<file path="src/rtl/pipeline_hazard_ctrl_if.sv">
// rtl/pipeline_hazard_ctrl_if.sv - ID/writeback handshake bundle for the hazard controller
interface pipeline_hazard_ctrl_if;
  logic       id_valid;
  logic [4:0] id_rs1;
  logic       id_rs1_used;
  logic [4:0] id_rs2;
  logic       id_rs2_used;
  logic [4:0] id_rd;
  logic       id_rd_wen;
  logic       id_fence;
  logic       flush;
  logic       wb_valid;
  logic [4:0] wb_rd;
  logic       id_issue;
  logic       id_stall;

  modport master (
    output id_valid, id_rs1, id_rs1_used, id_rs2, id_rs2_used,
    output id_rd, id_rd_wen, id_fence, flush, wb_valid, wb_rd,
    input  id_issue, id_stall
  );

  modport slave (
    input  id_valid, id_rs1, id_rs1_used, id_rs2, id_rs2_used,
    input  id_rd, id_rd_wen, id_fence, flush, wb_valid, wb_rd,
    output id_issue, id_stall
  );
endinterface

</file>
<file path="src/rtl/pipeline_hazard_ctrl.sv">
// rtl/pipeline_hazard_ctrl.sv - scoreboard hazard/issue controller for the ID stage
module pipeline_hazard_ctrl #(
  parameter int NUM_REGS  = 32,
  parameter int CNT_WIDTH = 2,
  parameter int OUT_WIDTH = 7
) (
  input  logic                 clk,
  input  logic                 rst,
  pipeline_hazard_ctrl_if.slave bus,
  output logic [NUM_REGS-1:0]  pending_mask,
  output logic [OUT_WIDTH-1:0] outstanding,
  output logic                 state,
  output logic                 wb_underflow
);

  typedef enum logic {RUN = 1'b0, DRAIN = 1'b1} state_t;

  localparam logic [CNT_WIDTH-1:0] CNT_MAX = '1;
  localparam logic [CNT_WIDTH-1:0] CNT_ONE = CNT_WIDTH'(1);

  state_t               st;
  logic [CNT_WIDTH-1:0] cnt [NUM_REGS];

  logic [CNT_WIDTH-1:0] rs1_cnt, rs2_cnt, rd_cnt, wb_cnt;
  logic                 rs1_haz, rs2_haz, waw_sat, hazard;
  logic                 wb_live, inc, dec, underflow_evt;

  assign state   = st;
  assign rs1_cnt = cnt[bus.id_rs1];
  assign rs2_cnt = cnt[bus.id_rs2];
  assign rd_cnt  = cnt[bus.id_rd];
  assign wb_cnt  = cnt[bus.wb_rd];
  assign wb_live = bus.wb_valid && (bus.wb_rd != 5'd0);

  // Write-through regfile: a last pending write retiring this cycle releases the read.
  assign rs1_haz = bus.id_rs1_used && (bus.id_rs1 != 5'd0) && (rs1_cnt != '0) &&
                   !(bus.wb_valid && (bus.wb_rd == bus.id_rs1) && (rs1_cnt == CNT_ONE));
  assign rs2_haz = bus.id_rs2_used && (bus.id_rs2 != 5'd0) && (rs2_cnt != '0) &&
                   !(bus.wb_valid && (bus.wb_rd == bus.id_rs2) && (rs2_cnt == CNT_ONE));
  assign waw_sat = bus.id_rd_wen && (bus.id_rd != 5'd0) && (rd_cnt == CNT_MAX) &&
                   !(bus.wb_valid && (bus.wb_rd == bus.id_rd));
  assign hazard  = rs1_haz || rs2_haz || waw_sat;

  always_comb begin
    bus.id_issue = 1'b0;
    bus.id_stall = 1'b0;
    if (!rst) begin
      if (st == DRAIN) begin
        bus.id_stall = !bus.flush;
      end else if (bus.id_valid && !bus.flush) begin
        if (bus.id_fence) begin
          bus.id_issue = (outstanding == '0);
          bus.id_stall = (outstanding != '0);
        end else begin
          bus.id_issue = !hazard;
          bus.id_stall = hazard;
        end
      end
    end
  end

  assign inc           = bus.id_issue && bus.id_rd_wen && (bus.id_rd != 5'd0) && !bus.id_fence;
  assign dec           = wb_live && (wb_cnt != '0);
  assign underflow_evt = wb_live && (wb_cnt == '0);

  always_comb begin
    pending_mask = '0;
    for (int r = 1; r < NUM_REGS; r++) begin
      pending_mask[r] = (cnt[r] != '0);
    end
  end

  always_ff @(posedge clk) begin
    if (rst) begin
      st           <= RUN;
      outstanding  <= '0;
      wb_underflow <= 1'b0;
      for (int r = 0; r < NUM_REGS; r++) begin
        cnt[r] <= '0;
      end
    end else begin
      case (st)
        RUN:   if (bus.id_valid && bus.id_fence && !bus.flush && (outstanding != '0)) st <= DRAIN;
        DRAIN: if (bus.flush || (outstanding == '0)) st <= RUN;
        default: st <= RUN;
      endcase

      outstanding <= outstanding + OUT_WIDTH'(inc) - OUT_WIDTH'(dec);
      if (underflow_evt) wb_underflow <= 1'b1;

      for (int r = 1; r < NUM_REGS; r++) begin
        if (inc && (bus.id_rd == 5'(r)) && !(dec && (bus.wb_rd == 5'(r))))
          cnt[r] <= cnt[r] + CNT_ONE;
        else if (dec && (bus.wb_rd == 5'(r)) && !(inc && (bus.id_rd == 5'(r))))
          cnt[r] <= cnt[r] - CNT_ONE;
      end
    end
  end

endmodule

</file>
<file path="src/flat_wrapper.sv">
// flat-port wrapper written by rule: the top's interface ports become plain ports
module pipeline_hazard_ctrl_flat 
#(
  parameter int NUM_REGS  = 32,
  parameter int CNT_WIDTH = 2,
  parameter int OUT_WIDTH = 7
)
  (clk, rst, pending_mask, outstanding, state, wb_underflow, bus_id_valid, bus_id_rs1, bus_id_rs1_used, bus_id_rs2, bus_id_rs2_used, bus_id_rd, bus_id_rd_wen, bus_id_fence, bus_flush, bus_wb_valid, bus_wb_rd, bus_id_issue, bus_id_stall);
  pipeline_hazard_ctrl_if bus_i ();
  input  logic clk;
  input  logic rst;
  output logic [NUM_REGS-1:0] pending_mask;
  output logic [OUT_WIDTH-1:0] outstanding;
  output logic state;
  output logic wb_underflow;
  input wire logic [$bits(bus_i.id_valid)-1:0] bus_id_valid;
  input wire logic [$bits(bus_i.id_rs1)-1:0] bus_id_rs1;
  input wire logic [$bits(bus_i.id_rs1_used)-1:0] bus_id_rs1_used;
  input wire logic [$bits(bus_i.id_rs2)-1:0] bus_id_rs2;
  input wire logic [$bits(bus_i.id_rs2_used)-1:0] bus_id_rs2_used;
  input wire logic [$bits(bus_i.id_rd)-1:0] bus_id_rd;
  input wire logic [$bits(bus_i.id_rd_wen)-1:0] bus_id_rd_wen;
  input wire logic [$bits(bus_i.id_fence)-1:0] bus_id_fence;
  input wire logic [$bits(bus_i.flush)-1:0] bus_flush;
  input wire logic [$bits(bus_i.wb_valid)-1:0] bus_wb_valid;
  input wire logic [$bits(bus_i.wb_rd)-1:0] bus_wb_rd;
  output wire logic [$bits(bus_i.id_issue)-1:0] bus_id_issue;
  output wire logic [$bits(bus_i.id_stall)-1:0] bus_id_stall;
  assign bus_i.id_valid = bus_id_valid;
  assign bus_i.id_rs1 = bus_id_rs1;
  assign bus_i.id_rs1_used = bus_id_rs1_used;
  assign bus_i.id_rs2 = bus_id_rs2;
  assign bus_i.id_rs2_used = bus_id_rs2_used;
  assign bus_i.id_rd = bus_id_rd;
  assign bus_i.id_rd_wen = bus_id_rd_wen;
  assign bus_i.id_fence = bus_id_fence;
  assign bus_i.flush = bus_flush;
  assign bus_i.wb_valid = bus_wb_valid;
  assign bus_i.wb_rd = bus_wb_rd;
  assign bus_id_issue = bus_i.id_issue;
  assign bus_id_stall = bus_i.id_stall;
  pipeline_hazard_ctrl #(.NUM_REGS(NUM_REGS), .CNT_WIDTH(CNT_WIDTH), .OUT_WIDTH(OUT_WIDTH)) u_core (.clk(clk), .rst(rst), .bus(bus_i), .pending_mask(pending_mask), .outstanding(outstanding), .state(state), .wb_underflow(wb_underflow));
endmodule
</file>
<file path="config.mk">
export PLATFORM = sky130hd
export DESIGN_NAME = pipeline_hazard_ctrl_flat
export DESIGN_NICKNAME = d
export VERILOG_FILES = /design/src/rtl/pipeline_hazard_ctrl_if.sv /design/src/rtl/pipeline_hazard_ctrl.sv /design/src/flat_wrapper.sv
export SDC_FILE = /design/constraint.sdc
export NUM_CORES = 1
export LEC_CHECK = 0
export ABC_AREA = 1
export CORE_MARGIN = 1.5
export CORE_UTILIZATION = 54
export DETAILED_ROUTE_END_ITERATION = 10
export PLACE_DENSITY = 0.79
export SYNTH_ARGS = -nofsm -noshare
export SYNTH_HDL_FRONTEND = slang
export SYNTH_SLANG_ARGS = --single-unit
</file>
<file path="constraint.sdc">
create_clock -name clk -period 3.4 [get_ports clk]
set_input_delay 0.51 -clock clk [delete_from_list [all_inputs] [get_ports clk]]
set_output_delay 0.51 -clock clk [all_outputs]
set_load 0.02 [all_outputs]
</file>
# == After elaboration in Yosys (flattened, before gate mapping) ==
# Memories as Yosys holds them, arrays and structs flattened.
# Index checks and enable logic that the tools add are counted.
# totals
regBits,9
latch_bits,0
ramBits,64
mem_bits_ro,0
in_bits,29
output_inout_bits,43
word_cells,751
n_memories,1
# classes
n_addsub,64
mul,0
div_mod_pow,0
order_cmp,0
n_eq_ne,68
shifts,0
n_mux,292
bitwise,63
reduce_logical,260
# mem_list
name,words,word_bits,rd,rd_ports_with_merged_regs,wr,line_no,rtl
u_core.cnt,32,2,35,0,32,pipeline_hazard_ctrl.sv:22,logic [CNT_WIDTH-1:0] cnt [NUM_REGS];
# op_table
cell,count
1-bit 2-to-1 mux,229
5-bit equality test (second input constant),32
1-bit logical AND,148
2-bit 2-to-1 mux,62
5-bit by 4-bit equality test with 1-bit output (second input constant),16
1-bit logical NOT,68
2-bit nonzero test,34
2-bit by 1-bit adder with 2-bit output (second input constant),31
1-bit bitwise OR,62
2-bit by 1-bit subtractor with 2-bit output (second input constant),31
5-bit by 3-bit equality test with 1-bit output (second input constant),8
5-bit by 2-bit equality test with 1-bit output (second input constant),4
5-bit nonzero test,4
5-bit equality test,3
5-bit by 1-bit equality test with 1-bit output (second input constant),2
7-bit by 1-bit adder with 7-bit output,1
7-bit logical NOT,1
7-bit nonzero test,1
7-bit by 1-bit subtractor with 7-bit output,1
2-bit by 1-bit equality test with 1-bit output (second input constant),2
1-bit logical OR,3
2-bit equality test (second input constant),1
2-bit logical NOT,1
1-bit case mux with 2 select lines,1
1-bit inverter,1

# == Longest topological paths before layout ==
# Gate-level depths: netlist of the first run.
# logic_depth
depth_word,23
depth_mapped,29
ltp_nobuf,26

# == Least setup slack after synthesis of the first run ==
# Ideal clock, no wire load.
# synth_timing
path_type,in2reg
startpoint,input bus_id_rd[0]
endpoint,register u_core.outstanding[6]
arrival_ns,3.321
required_time_ns,3.330
path_slack_ns,0.010
cell_stages,28
path_buffers,3
path_cell_list,buf_4 nand2_2 buf_6 nor2_1 nor2_1 nand2_1 nand2_1 nand2_1 inv_1 nand2_1 nand2_1 nand2_1 nand3_2 nand3_1 nand2_2 nand3_4 nor2_8 buf_6 ha_1 inv_1 fa_1 o31ai_1 inv_1 nor2_1 nor2_1 o21bai_1 o21ai_0 a21oi_1
# synth_between
elab_chain_cells,15
elab_cells_between_ends,20
classes_between,add/sub: 2; eq/ne: 2; mux: 4; reduce/logical: 11; memory: 1
# synth_lines
element,line_no,rtl
start: declaration,flat_wrapper.sv:21,input wire logic [$bits(bus_i.id_rd)-1:0] bus_id_rd;
"memory read 32 x 2 bit, or another cell as far along",--,
"2-bit equality test, or another cell as far along",pipeline_hazard_ctrl.sv:40,assign waw_sat = bus.id_rd_wen && (bus.id_rd != 5'd0) && (rd_cnt == CNT_MAX) &&
1-bit logical AND or 1-bit logical NOT (tied branches),"pipeline_hazard_ctrl.sv:40, pipeline_hazard_ctrl.sv:41",
1-bit logical AND,pipeline_hazard_ctrl.sv:40,
1-bit logical OR,pipeline_hazard_ctrl.sv:42,assign hazard = rs1_haz || rs2_haz || waw_sat;
1-bit logical NOT,pipeline_hazard_ctrl.sv:55,bus.id_issue = !hazard;
1-bit 2-to-1 mux,pipeline_hazard_ctrl.sv:51,if (bus.id_fence) begin
1-bit 2-to-1 mux,pipeline_hazard_ctrl.sv:50,end else if (bus.id_valid && !bus.flush) begin
1-bit 2-to-1 mux,pipeline_hazard_ctrl.sv:48,if (st == DRAIN) begin
1-bit 2-to-1 mux,pipeline_hazard_ctrl.sv:47,if (!rst) begin
1-bit logical AND,pipeline_hazard_ctrl.sv:62,assign inc = bus.id_issue && bus.id_rd_wen && (bus.id_rd != 5'd0) && !bus.id_fence;
1-bit logical AND * (2 in a row),pipeline_hazard_ctrl.sv:62,
7-bit by 1-bit adder with 7-bit output *,pipeline_hazard_ctrl.sv:88,outstanding <= outstanding + OUT_WIDTH'(inc) - OUT_WIDTH'(dec);
7-bit by 1-bit subtractor with 7-bit output *,pipeline_hazard_ctrl.sv:88,
end signal: assignment,pipeline_hazard_ctrl.sv:88,
end: declaration,pipeline_hazard_ctrl.sv:11,"output logic [OUT_WIDTH-1:0] outstanding,"
# Mark *: on every way between the ends. The rest lies on a longest branch, timed or not.
# A chain may end at the register's enable or synchronous reset.

==> results of run 1 <==
==> cell families (layout without fill, tap and decap cells) <==
group                    after synthesis  count (layout)  synth area share (%)
AND/OR/NAND/NOR                      793             793                  45.3
flip-flops                            71              71                  26.8
adder cells (fa/ha/maj)               11              11                  1.90
other                                  1               1                0.0491
buffers and inverters                237             456                  13.0
multiplexers                           4               4                 0.525
AO/OA/AOI/OAI                        149             149                  10.6
XOR/XNOR                              16              16                  1.84
==> sequential cells by signal, summed over array words and instances (netlist names) <==
register / count
u_core.cnt: 62
u_core.outstanding: 7
u_core.state: 1
u_core.wb_underflow: 1
==> routing by layer <==
layer	share of wire [%]	track usage, %	wire (um)	vias to the layer above
met5	0	0	0	-
met4	4.2	13.7	1270	0
met2	44	62.3	13500	696
met3	14	7.30	4130	115
li1	-	-	-	4571
met1	38	54.2	11500	4339
==> cell type report <==
cell class,instances,share of cell area (%)
clock inverter,7,0.775
multi-input combinational,974,45.8
sequential,71,19.8
clock buffer,9,2.18
timing repair buffer,258,22.7
inverter,182,6.67
tap,180,2.18
==> metrics by stage <==
stage               cells  total power, mW  setup TNS (ns)  util [%]
global route         1681             3.64          -0.417      74.7
global placement     1643             2.33          -22.71      69.6
floorplan            1282             1.83               0         -
finish               1681             3.49          -0.161      74.7
detailed placement   1643             2.34          -30.17      69.6
CTS                  1666             3.36         -0.0140      72.8
==> critical path, delay by kind of cell, from the launching register on <==
family / cells / cell delay [ns]
AND/OR/NAND/NOR: 7 / 0.88
AO/OA/AOI/OAI: 6 / 1.01
adder cells (fa/ha/maj): 3 / 0.84
buffers and inverters: 4 / 0.31
flip-flops: 1 / 0.45
==> cell usage in the layout (no fill, tap or decap), types with 8 or more instances in the layout <==
cell / Yosys / final
nand2_1: 373 / 366
buf_4: 7 / 168
nor2_1: 174 / 167
inv_1: 172 / 154
nand3_1: 149 / 144
edfxtp_1: 62 / 62
a21oi_1: 56 / 55
clkdlybuf4s50_1: 0 / 50
o21ai_0: 52 / 44
nor3_1: 38 / 38
inv_2: 5 / 23
nor2_2: 17 / 22
nand4_1: 20 / 20
o21ai_1: 9 / 17
o22ai_1: 16 / 16
xor2_1: 14 / 14
clkbuf_16: 0 / 13
buf_12: 0 / 12
o211ai_1: 10 / 10
nand2_4: 11 / 10
ha_1: 10 / 9
dfxtp_1: 9 / 9
nand2_2: 2 / 8
==> worst paths after layout <==
check / startpoint / end / slack (ns) / cells past startpoint
worst max-delay path: u_core.cnt[16][0]$_SDFFCE_PN0P_ / u_core.outstanding[6]$_SDFF_PP0_ / -0.16 / 20
worst min-delay path: u_core.wb_underflow$_SDFFE_PP0P_ / u_core.wb_underflow$_SDFFE_PP0P_ / 0.52 / 2
worst max register to register: u_core.cnt[16][0]$_SDFFCE_PN0P_ / u_core.outstanding[6]$_SDFF_PP0_ / -0.16 / 20
worst min register to register: u_core.wb_underflow$_SDFFE_PP0P_ / u_core.wb_underflow$_SDFFE_PP0P_ / 0.52 / 2
==> what timing repair did <==
action	CTS	global route
endpoints found under the hold margin	0	0
buffers inserted	6	11
cloned	1	4
setup endpoints to repair	17	19
resized for setup	36	65
pin swaps	7	29
==> where the power goes <==
part / internal [mW] / total, mW / switching [mW]
Sequential: 1.03 / 1.12 / 0.0928
Clock: 0.579 / 1.01 / 0.427
Combinational: 0.572 / 1.36 / 0.792
==> impl_metrics.yaml, run 1 <==
detailed_routing:
  vias: 9721
  firstDrtPassIters: 8
  wire_per_inst_um: 18.1
  drtIter0Drc: 1449
  ant_nets: 0
  wirelength_um: 30400
  drc: 0
  viasPerCell: 5.78
grt:
  antenna_found_initial: 0
  grt_pass1_vias: 8565
  grt.overflow.total: 0
  grt_pass1_wl_um: 44600
  grt_max_degree: 60
  track_usage_pct: 39.5
setup_path:
  cp_cell_sequence: "inv_2, nand2_2, a22oi_2, nand3_2, a21oi_2, nand4_1, nand2_2, nor2_2, ha_1, inv_2, ha_4, inv_2, fa_2, o31ai_4, inv_1, nor2_2, nor2_1, o21bai_1, o21ai_1, a21oi_1"
  crit_path_frequent_cell: "inv_2"
  worst_setup_path_start_kind: "flip-flop"
  worstPathMaxFanout: 4
  cp-end-kind: "flip-flop"
  slowest_delay_ns: 0.45
  crit_slowest_cell: "edfxtp_1"
  cp.arrival_ns: 3.84
  path_class: "flip-flop to flip-flop"
  worstPathRequired_ns: 3.68
outcome:
  violations: "setup timing"
  status: "finished, violations left"
synth:
  syn_area_sq_um: 7630
  syn_area_per_cell_sq_um: 5.95
  yosys-top-cells-area: "edfxtp_1 (24%), nand2_1 (18%), nand3_1 (9.8%)"
  synth_ff_type: "edfxtp_1"
  synth_area_leader_cell: "edfxtp_1"
  yosys_warnings: 0
  yosys-top-cells-count: "nand2_1 (373), nor2_1 (174), inv_1 (172)"
  synthCells: 1282
  yosys.area.top_type_share_pct: 24.4
  synth-async-reset-ratio_pct: 0
  synth_edf_count: 62
  synth-seq-cells: 71
  yosysMostFrequentCell: "nand2_1"
  synth-seq-area-share_pct: 26.8
  syn_nets: 1322
  yosysUniqueCellTypes: 43
min_path:
  min_path_type: "flip-flop to flip-flop"
power:
  p_leak_nw: 5.19
  p_per_area_nw_per_um2: 338
  peakVddDrop_uv: 455
placement:
  placed_area_sq_um: 9630
  place.port_buffers: 70
  gp_congestion: 0.994
  hpwlAfterDp_um: 22100
  post-place-ws_ns: -0.795
clocking:
  cts_made_buffers: 9
  holdBufCountCts: 0
  cts_buffer_depth: 2
  htree_levels: 3
  clkTransAtPathRegs_ns: 0.06
  clk_latency_ns: 0.35
  cts_tree: "yes"
  clock-sinks: 71
  cts-root-buf: "clkbuf_16"
timing:
  drv_slew: 0
  timing_worst_slew_pin_value_ns: 0.692
  grt_setup_unrepaired: "true"
  period_minus_slack_ns: 3.56
  clock_skew_ns: 0.00988
  whs_ns: 0.522
  setup_viol: 1
  fin_ws_ns: -0.161
  finalHoldViolCount: 0
  max_freq_mhz: 281
  post-route-period-util_pct: 105
  slew_headroom_pct: 53.9
layout:
  n_fill_cell: 1145
  antennaDiodeCount: 0
  areaGrowthSynthToFinish_pct: 35.4
  ff_latch_area_sq_um: 2040
  final_cell_area_sq_um: 10300
  nets: 1536
  multiInputGateArea_sq_um: 4730
  layout-drive-gt1-share_pct: 19.9
floorplan:
  io_pins: 72
  std_cell_rows: 43
  initial_core_util_pct: 55.2
  die_w_um: 122
  die-height_um: 122
  core-area_sq_um: 13800
  die_area_sq_um: 14900
run:
  drv_cap: 0
Note: power is estimated with default switching activity, not from simulation.
==> inputs of run 2 (changes only) <==
--- a/config.mk
+++ b/config.mk
@@ -5,11 +5,10 @@
 export SDC_FILE = /design/constraint.sdc
 export NUM_CORES = 1
 export LEC_CHECK = 0
-export ABC_AREA = 1
 export CORE_MARGIN = 1.5
-export CORE_UTILIZATION = 54
+export CORE_UTILIZATION = 45
 export DETAILED_ROUTE_END_ITERATION = 10
-export PLACE_DENSITY = 0.79
+export PLACE_DENSITY = 0.68
 export SYNTH_ARGS = -nofsm -noshare
 export SYNTH_HDL_FRONTEND = slang
 export SYNTH_SLANG_ARGS = --single-unit
==> run 2 against run 1 <==
Design area rose by 0.19%. Routed wire length fell by 4.3%. Sequential share of layout area barely moved. Via count fell by 20%. The flow still finishes with violations (setup timing). Power rose by 1.7%. First-iteration DRC count fell by 29%. Critical path depth fell by 2. Non-clock buffer count rose by 64. Global-route usage fell by 4.3 points. Sequential cell count did not move. Clock skew rose by 0.0035 ns.
==> impl_metrics.yaml, run 2 <==
timing:
  post-route-period-util_pct: 109
  setup-tns-final_ns: -1.71
  grt_setup_unrepaired: "true"
  finalHoldViolCount: 0
  max_freq_mhz: 270
  fin_ws_ns: -0.305
  drv_slew: 0
  timing_worst_slew_pin_value_ns: 0.589
  clock_skew_ns: 0.0133
  setup_viol: 28
  whs_ns: 0.544
  slew_headroom_pct: 60.8
  period_minus_slack_ns: 3.71
layout:
  ff_latch_area_sq_um: 2040
  antennaDiodeCount: 0
  nets: 1097
  areaGrowthSynthToFinish_pct: 47.9
  largest_reg_flops: 62
  layout_common_cells: "buf_4 (225), nor2_1 (77), edfxtp_1 (62)"
  final_util_pct: 68.1
  multiInputGateArea_sq_um: 4850
  final_common_cell: "buf_4"
  final-instance-count-excl-fill: 1250
  reg_top3: "u_core.cnt x62, u_core.outstanding x7"
  final_cell_area_sq_um: 10400
  layout-drive-gt1-share_pct: 37.4
  n_fill_cell: 1219
  top_register: "u_core.cnt"
detailed_routing:
  wire_per_inst_um: 23.3
  viasPerCell: 6.24
  ant_nets: 0
  drtIter0Drc: 1022
  wirelength_um: 29100
  firstDrtPassIters: 8
  drc: 0
  vias: 7795
setup_path:
  reg2reg_depth: 18
  slowest_delay_ns: 0.45
  crit_slowest_cell: "edfxtp_1"
  r2r_slack_ns: -0.31
  crit_family: "compound AO/OA/AOI/OAI gates"
  path_class: "flip-flop to flip-flop"
  crit_buf_inv: 3
  cp.arrival_ns: 3.91
  r2r_end: "u_core.outstanding[6]$_SDFF_PP0_"
  worstPathRequired_ns: 3.61
  crit_path_frequent_cell: "a21oi_2"
  cp-startpoint: "u_core.cnt[27][1]$_SDFFCE_PP0P_"
  cp_cell_sequence: "buf_6, mux4_2, nand2_2, a21oi_2, a311o_1, a2111oi_4, nand3_2, nor2_1, ha_2, inv_2, fa_2, inv_2, a21oi_2, o21bai_1, a21oi_1, nor2_1, or3_4, a21oi_2"
  worstPathMaxFanout: 3
  worstSetupEndpoint: "u_core.outstanding[6]$_SDFF_PP0_"
  path_depth: 18
  r2r_start: "u_core.cnt[27][1]$_SDFFCE_PP0P_"
  cp-end-kind: "flip-flop"
  worst_setup_path_start_kind: "flip-flop"
floorplan:
  die_area_sq_um: 16300
  die_w_um: 128
  core-area_sq_um: 15200
  die-height_um: 128
  initial_core_util_pct: 46.0
  io_pins: 72
  std_cell_rows: 45
power:
  power_mw: 3.55
  power_frac_comb_pct: 43.4
  p_int_mw: 2.30
  switchingPower_mw: 1.26
  p_leak_nw: 4.11
  clkPwrFrac_pct: 25.6
  p_sw_share_pct: 35.3
  pwr-share-seq_pct: 31.0
  peakVddDrop_uv: 491
  p_per_area_nw_per_um2: 343
run:
  drv_cap: 0
synth:
  yosys-top-cells-area: "edfxtp_1 (27%), mux4_2 (8.0%), xnor2_1 (4.9%)"
  yosys-top-cells-count: "nor2_1 (77), edfxtp_1 (62), nand2_1 (45)"
  synth_top_family_by_area: "simple AND/OR/NAND/NOR gates"
  syn_area_sq_um: 7000
  synthSimpleGateAreaFrac_pct: 27.3
  yosysMostFrequentCell: "nor2_1"
  syn_area_per_cell_sq_um: 8.99
  synth_edf_count: 62
  synth_ff_type: "edfxtp_1"
  yosysUniqueCellTypes: 67
  synth-async-reset-ratio_pct: 0
  synth-seq-area-share_pct: 29.2
  yosys.area.top_type_share_pct: 26.6
  syn_nets: 818
  synth_area_leader_cell: "edfxtp_1"
  yosys_warnings: 0
  synth_mux_area_share_pct: 15.3
  yosys.area_share.adder_pct: 2.07
  synthXorXnorAreaFrac_pct: 8.01
  synth_compound_area_share_pct: 13.3
  synth-seq-cells: 71
  synthCells: 778
placement:
  dp_cells: 1202
  post-place-ws_ns: -0.918
  hpwlAfterDp_um: 21800
  place.port_buffers: 70
  gp_congestion: 0.974
  placed_area_sq_um: 9470
clocking:
  holdBufCountCts: 0
  htree_levels: 3
  clkTransAtPathRegs_ns: 0.07
  cts-root-buf: "clkbuf_16"
  cts_tree: "yes"
  clock-sinks: 71
  cts_made_buffers: 9
  clk_latency_ns: 0.35
  cts_buffer_depth: 2
grt:
  grt_pass1_wl_um: 42800
  antenna_found_initial: 0
  grt.overflow.total: 0
  grt_max_degree: 60
  grt_pass1_vias: 7369
  track_usage_pct: 35.2
outcome:
  status: "finished, violations left"
  violations: "setup timing"
min_path:
  holdPathStages: 2
  hp-start: "u_core.wb_underflow$_SDFFE_PP0P_"
  min_path_type: "flip-flop to flip-flop"
-- run 2: cell count changes in the layout (fill, tap and decap cells not counted), sizes merged, moves of 23 or more --
| cell | previous run | this run |
|---|---|---|
| nand3 | 151 | 34 |
| buf | 185 | 250 |
| nand2b | 0 | 25 |
| o21ai | 61 | 8 |
| mux2i | 4 | 27 |
| or2 | 1 | 34 |
| nand2 | 386 | 45 |
| nor2 | 192 | 77 |
| xnor2 | 2 | 39 |
| nor2b | 0 | 24 |
| mux4 | 0 | 25 |
| a21oi | 56 | 32 |
| inv | 181 | 23 |
-- run 2: worst min-delay path: stages (launching register included) --
cell     delay [ns]
dfxtp_1        0.37
a21oi_1        0.06
nor2_1         0.08
-- run 2: kinds of logic (layout without fill, tap and decap cells) --
kind of cell,Yosys count,count (layout)
other cells,1,1
compound gates,126,126
buf+inv,77,361
simple gates,355,355
flops,71,71
xor+xnor,64,64
fa+ha+maj,11,11
mux,73,73
-- run 2: timing repair --
| action | in CTS | in global routing |
|---|---|---|
| cloned | 4 | 3 |
| endpoints found under the setup margin | 90 | 74 |
| setup buffers | 19 | 9 |
| resized for setup | 62 | 32 |
| pin swaps | 29 | 24 |
| endpoints found under the hold margin | 0 | 0 |
-- run 2: worst min-delay path by stage --
stage | slack [ns] | to
6_report | 0.54 | u_core.wb_underflow$_SDFFE_PP0P_
3_5_place_dp | 0.50 | u_core.wb_underflow$_SDFFE_PP0P_
3_3_place_gp | 0.49 | u_core.wb_underflow$_SDFFE_PP0P_
4_1_cts | 0.52 | u_core.wb_underflow$_SDFFE_PP0P_
2_1_floorplan | 0.57 | u_core.wb_underflow$_SDFFE_PP0P_
5_1_grt | 0.55 | u_core.wb_underflow$_SDFFE_PP0P_
-- run 2: final cells by class --
class / instances / share of cell area [%]
Timing Repair Buffer: 322 / 27.6
Clock buffer: 10 / 2.21
Multi-Input combinational cell: 630 / 46.9
Sequential cell: 71 / 19.7
Inverter: 23 / 0.834
Clock inverter: 6 / 0.423
Tap cell: 188 / 2.27
-- run 2: routing by layer --
metal	global-route usage (%)	share of wire, %
met5	0	0
met4	11.6	3.6
met3	6.43	9.9
met2	54.9	45
met1	49.5	41
-- run 2: power by group through the flow --
stage	clock (mW)	combinational, mW	sequential, mW
global placement	0	1.33	1.11
detailed placement	0	1.36	1.11
CTS	0.910	1.43	1.10
finish	0.911	1.54	1.10
global route	0.946	1.63	1.11
floorplan	0	0.701	1.15
==> inputs of run 3 (changes only) <==
--- a/config.mk
+++ b/config.mk
@@ -12,3 +12,4 @@
 export SYNTH_ARGS = -nofsm -noshare
 export SYNTH_HDL_FRONTEND = slang
 export SYNTH_SLANG_ARGS = --single-unit
+export TNS_END_PERCENT = 50
==> run 3 against run 2 <==
The flow still finishes with violations (setup timing). First-iteration DRC count fell by 24%. Count of clock-buffer cells in the layout unchanged. Power up 0.26%. Cell count down 1.8%. Largest power group unchanged.
==> impl_metrics.yaml, run 3 (synthesis results as in run 2) <==
power:
  pwr-share-seq_pct: 30.6
  clkPwrFrac_pct: 28.3
  p_leak_nw: 3.90
  peakVddDrop_uv: 381
  p_per_area_nw_per_um2: 357
  switchingPower_mw: 1.22
  p_sw_share_pct: 34.2
  power_frac_comb_pct: 41.1
  p_int_mw: 2.35
clocking:
  clkTransAtPathRegs_ns: 0.06
  cts_made_buffers: 9
  clock-sinks: 71
  clk_latency_ns: 0.36
  cts_buffer_depth: 2
  cts_tree: "yes"
  cts-root-buf: "clkbuf_16"
  htree_levels: 3
grt:
  grt_pass1_vias: 7374
  grt_max_degree: 117
  antenna_found_initial: 0
  grt.overflow.total: 0
  track_usage_pct: 34.5
  grt_pass1_wl_um: 42000
layout:
  antennaDiodeCount: 0
  reg_top3: "u_core.cnt x62, u_core.outstanding x7"
  final_common_cell: "buf_4"
  areaGrowthSynthToFinish_pct: 42.7
  ff_latch_area_sq_um: 2040
  layout_common_cells: "buf_4 (208), nor2_1 (77), edfxtp_1 (62)"
  top_register: "u_core.cnt"
  nets: 1074
  n_fill_cell: 1271
  layout-drive-gt1-share_pct: 34.4
  multiInputGateArea_sq_um: 4760
  largest_reg_flops: 62
  final_util_pct: 65.7
floorplan:
  std_cell_rows: 45
  die_area_sq_um: 16300
  initial_core_util_pct: 46.0
  io_pins: 72
  die-height_um: 128
  die_w_um: 128
  core-area_sq_um: 15200
placement:
  gp_congestion: 1.00
  post-place-ws_ns: -1.04
  hpwlAfterDp_um: 21600
  place.port_buffers: 70
detailed_routing:
  ant_nets: 0
  wl_met2_um: 12300
  top_layer_used: "met4"
  wl_met1_um: 11500
  viasPerCell: 6.16
  wirelength_um: 27700
  drc: 0
  drtIter0Drc: 777
  wire_per_inst_um: 22.6
  firstDrtPassIters: 5
  vias: 7560
  wl_met3_um: 2810
setup_path:
  worst_setup_path_start_kind: "flip-flop"
  cp.arrival_ns: 3.08
  cp-end-kind: "output pin"
  worstPathRequired_ns: 2.89
  path_class: "flip-flop to output pin"
  worstPathMaxFanout: 3
timing:
  finalHoldViolCount: 0
  setup_viol: 29
  drv_slew: 0
  post-route-period-util_pct: 106
  whs_ns: 0.560
  setup-tns-final_ns: -1.18
  period_minus_slack_ns: 3.59
  max_freq_mhz: 278
  slew_headroom_pct: 28.0
  timing_worst_slew_pin_value_ns: 1.08
  grt_setup_unrepaired: "true"
  fin_ws_ns: -0.195
  clock_skew_ns: 0.00807
outcome:
  status: "finished, violations left"
  violations: "setup timing"
min_path:
  min_path_type: "flip-flop to flip-flop"
run:
  drv_cap: 0
[run 3: path summary, 6_finish.rpt]
kind	from	end	slack (ns)	cells past startpoint
max	u_core.cnt[27][1]$_SDFFCE_PP0P_	bus_id_stall	-0.19	13
min	u_core.wb_underflow$_SDFFE_PP0P_	u_core.wb_underflow$_SDFFE_PP0P_	0.56	2
max reg2reg	u_core.cnt[27][1]$_SDFFCE_PP0P_	u_core.outstanding[6]$_SDFF_PP0_	-0.17	19
min reg2reg	u_core.wb_underflow$_SDFFE_PP0P_	u_core.wb_underflow$_SDFFE_PP0P_	0.56	2
[run 3: through the flow]
stage               power (mW)  instance area (sq um)  cells
global placement          2.42                   9350   1188
CTS                       3.51                   9930   1224
detailed placement        2.46                   9350   1188
finish                    3.56                   9980   1227
global route              3.70                   9980   1227
floorplan                 1.86                   7040    778
[run 3: power by group through the flow]
| stage | Combinational [mW] | Clock, mW | Sequential [mW] |
|---|---|---|---|
| after floorplan | 0.701 | 0 | 1.15 |
| after global placement | 1.31 | 0 | 1.10 |
| after CTS | 1.41 | 1.01 | 1.09 |
| after global routing | 1.56 | 1.04 | 1.10 |
| after detailed placement | 1.35 | 0 | 1.11 |
| final | 1.47 | 1.01 | 1.09 |
[run 3: layout make-up]
class | count | share of cell area (%)
multi-input cells | 630 | 47.7
repair buffers | 299 | 25.6
flip-flops and latches | 71 | 20.5
clock buffers | 10 | 2.39
well taps | 188 | 2.36
inverters | 23 | 0.877
clock inverters | 6 | 0.677
[run 3: worst max-delay path, cell delays in order, from the launching register on]
cell and delay (ns):
edfxtp_1 0.41, buf_4 0.15, buf_4 0.14, mux4_2 0.44, nand2_1 0.08, a21oi_1 0.07
a311o_1 0.32, a2111oi_4 0.24, nand3_2 0.16, buf_4 0.16, buf_4 0.12, a31oi_1 0.16
nor3_1 0.07, buf_2 0.21
[run 3: repair_timing]
item / 4_1_cts / 5_1_grt
pin swaps: 19 / 18
buffers inserted: 19 / 3
resized for setup: 75 / 14
gates cloned: 2 / 0
endpoints found under the setup margin: 93 / 68
hold buffers: 0 / 0
[run 3: routing by layer]
layer,global-route usage (%),up-vias
met2,53.2,430
met4,14.4,0
met5,0,-
met3,7.51,73
li1,-,3425
met1,47.1,3632
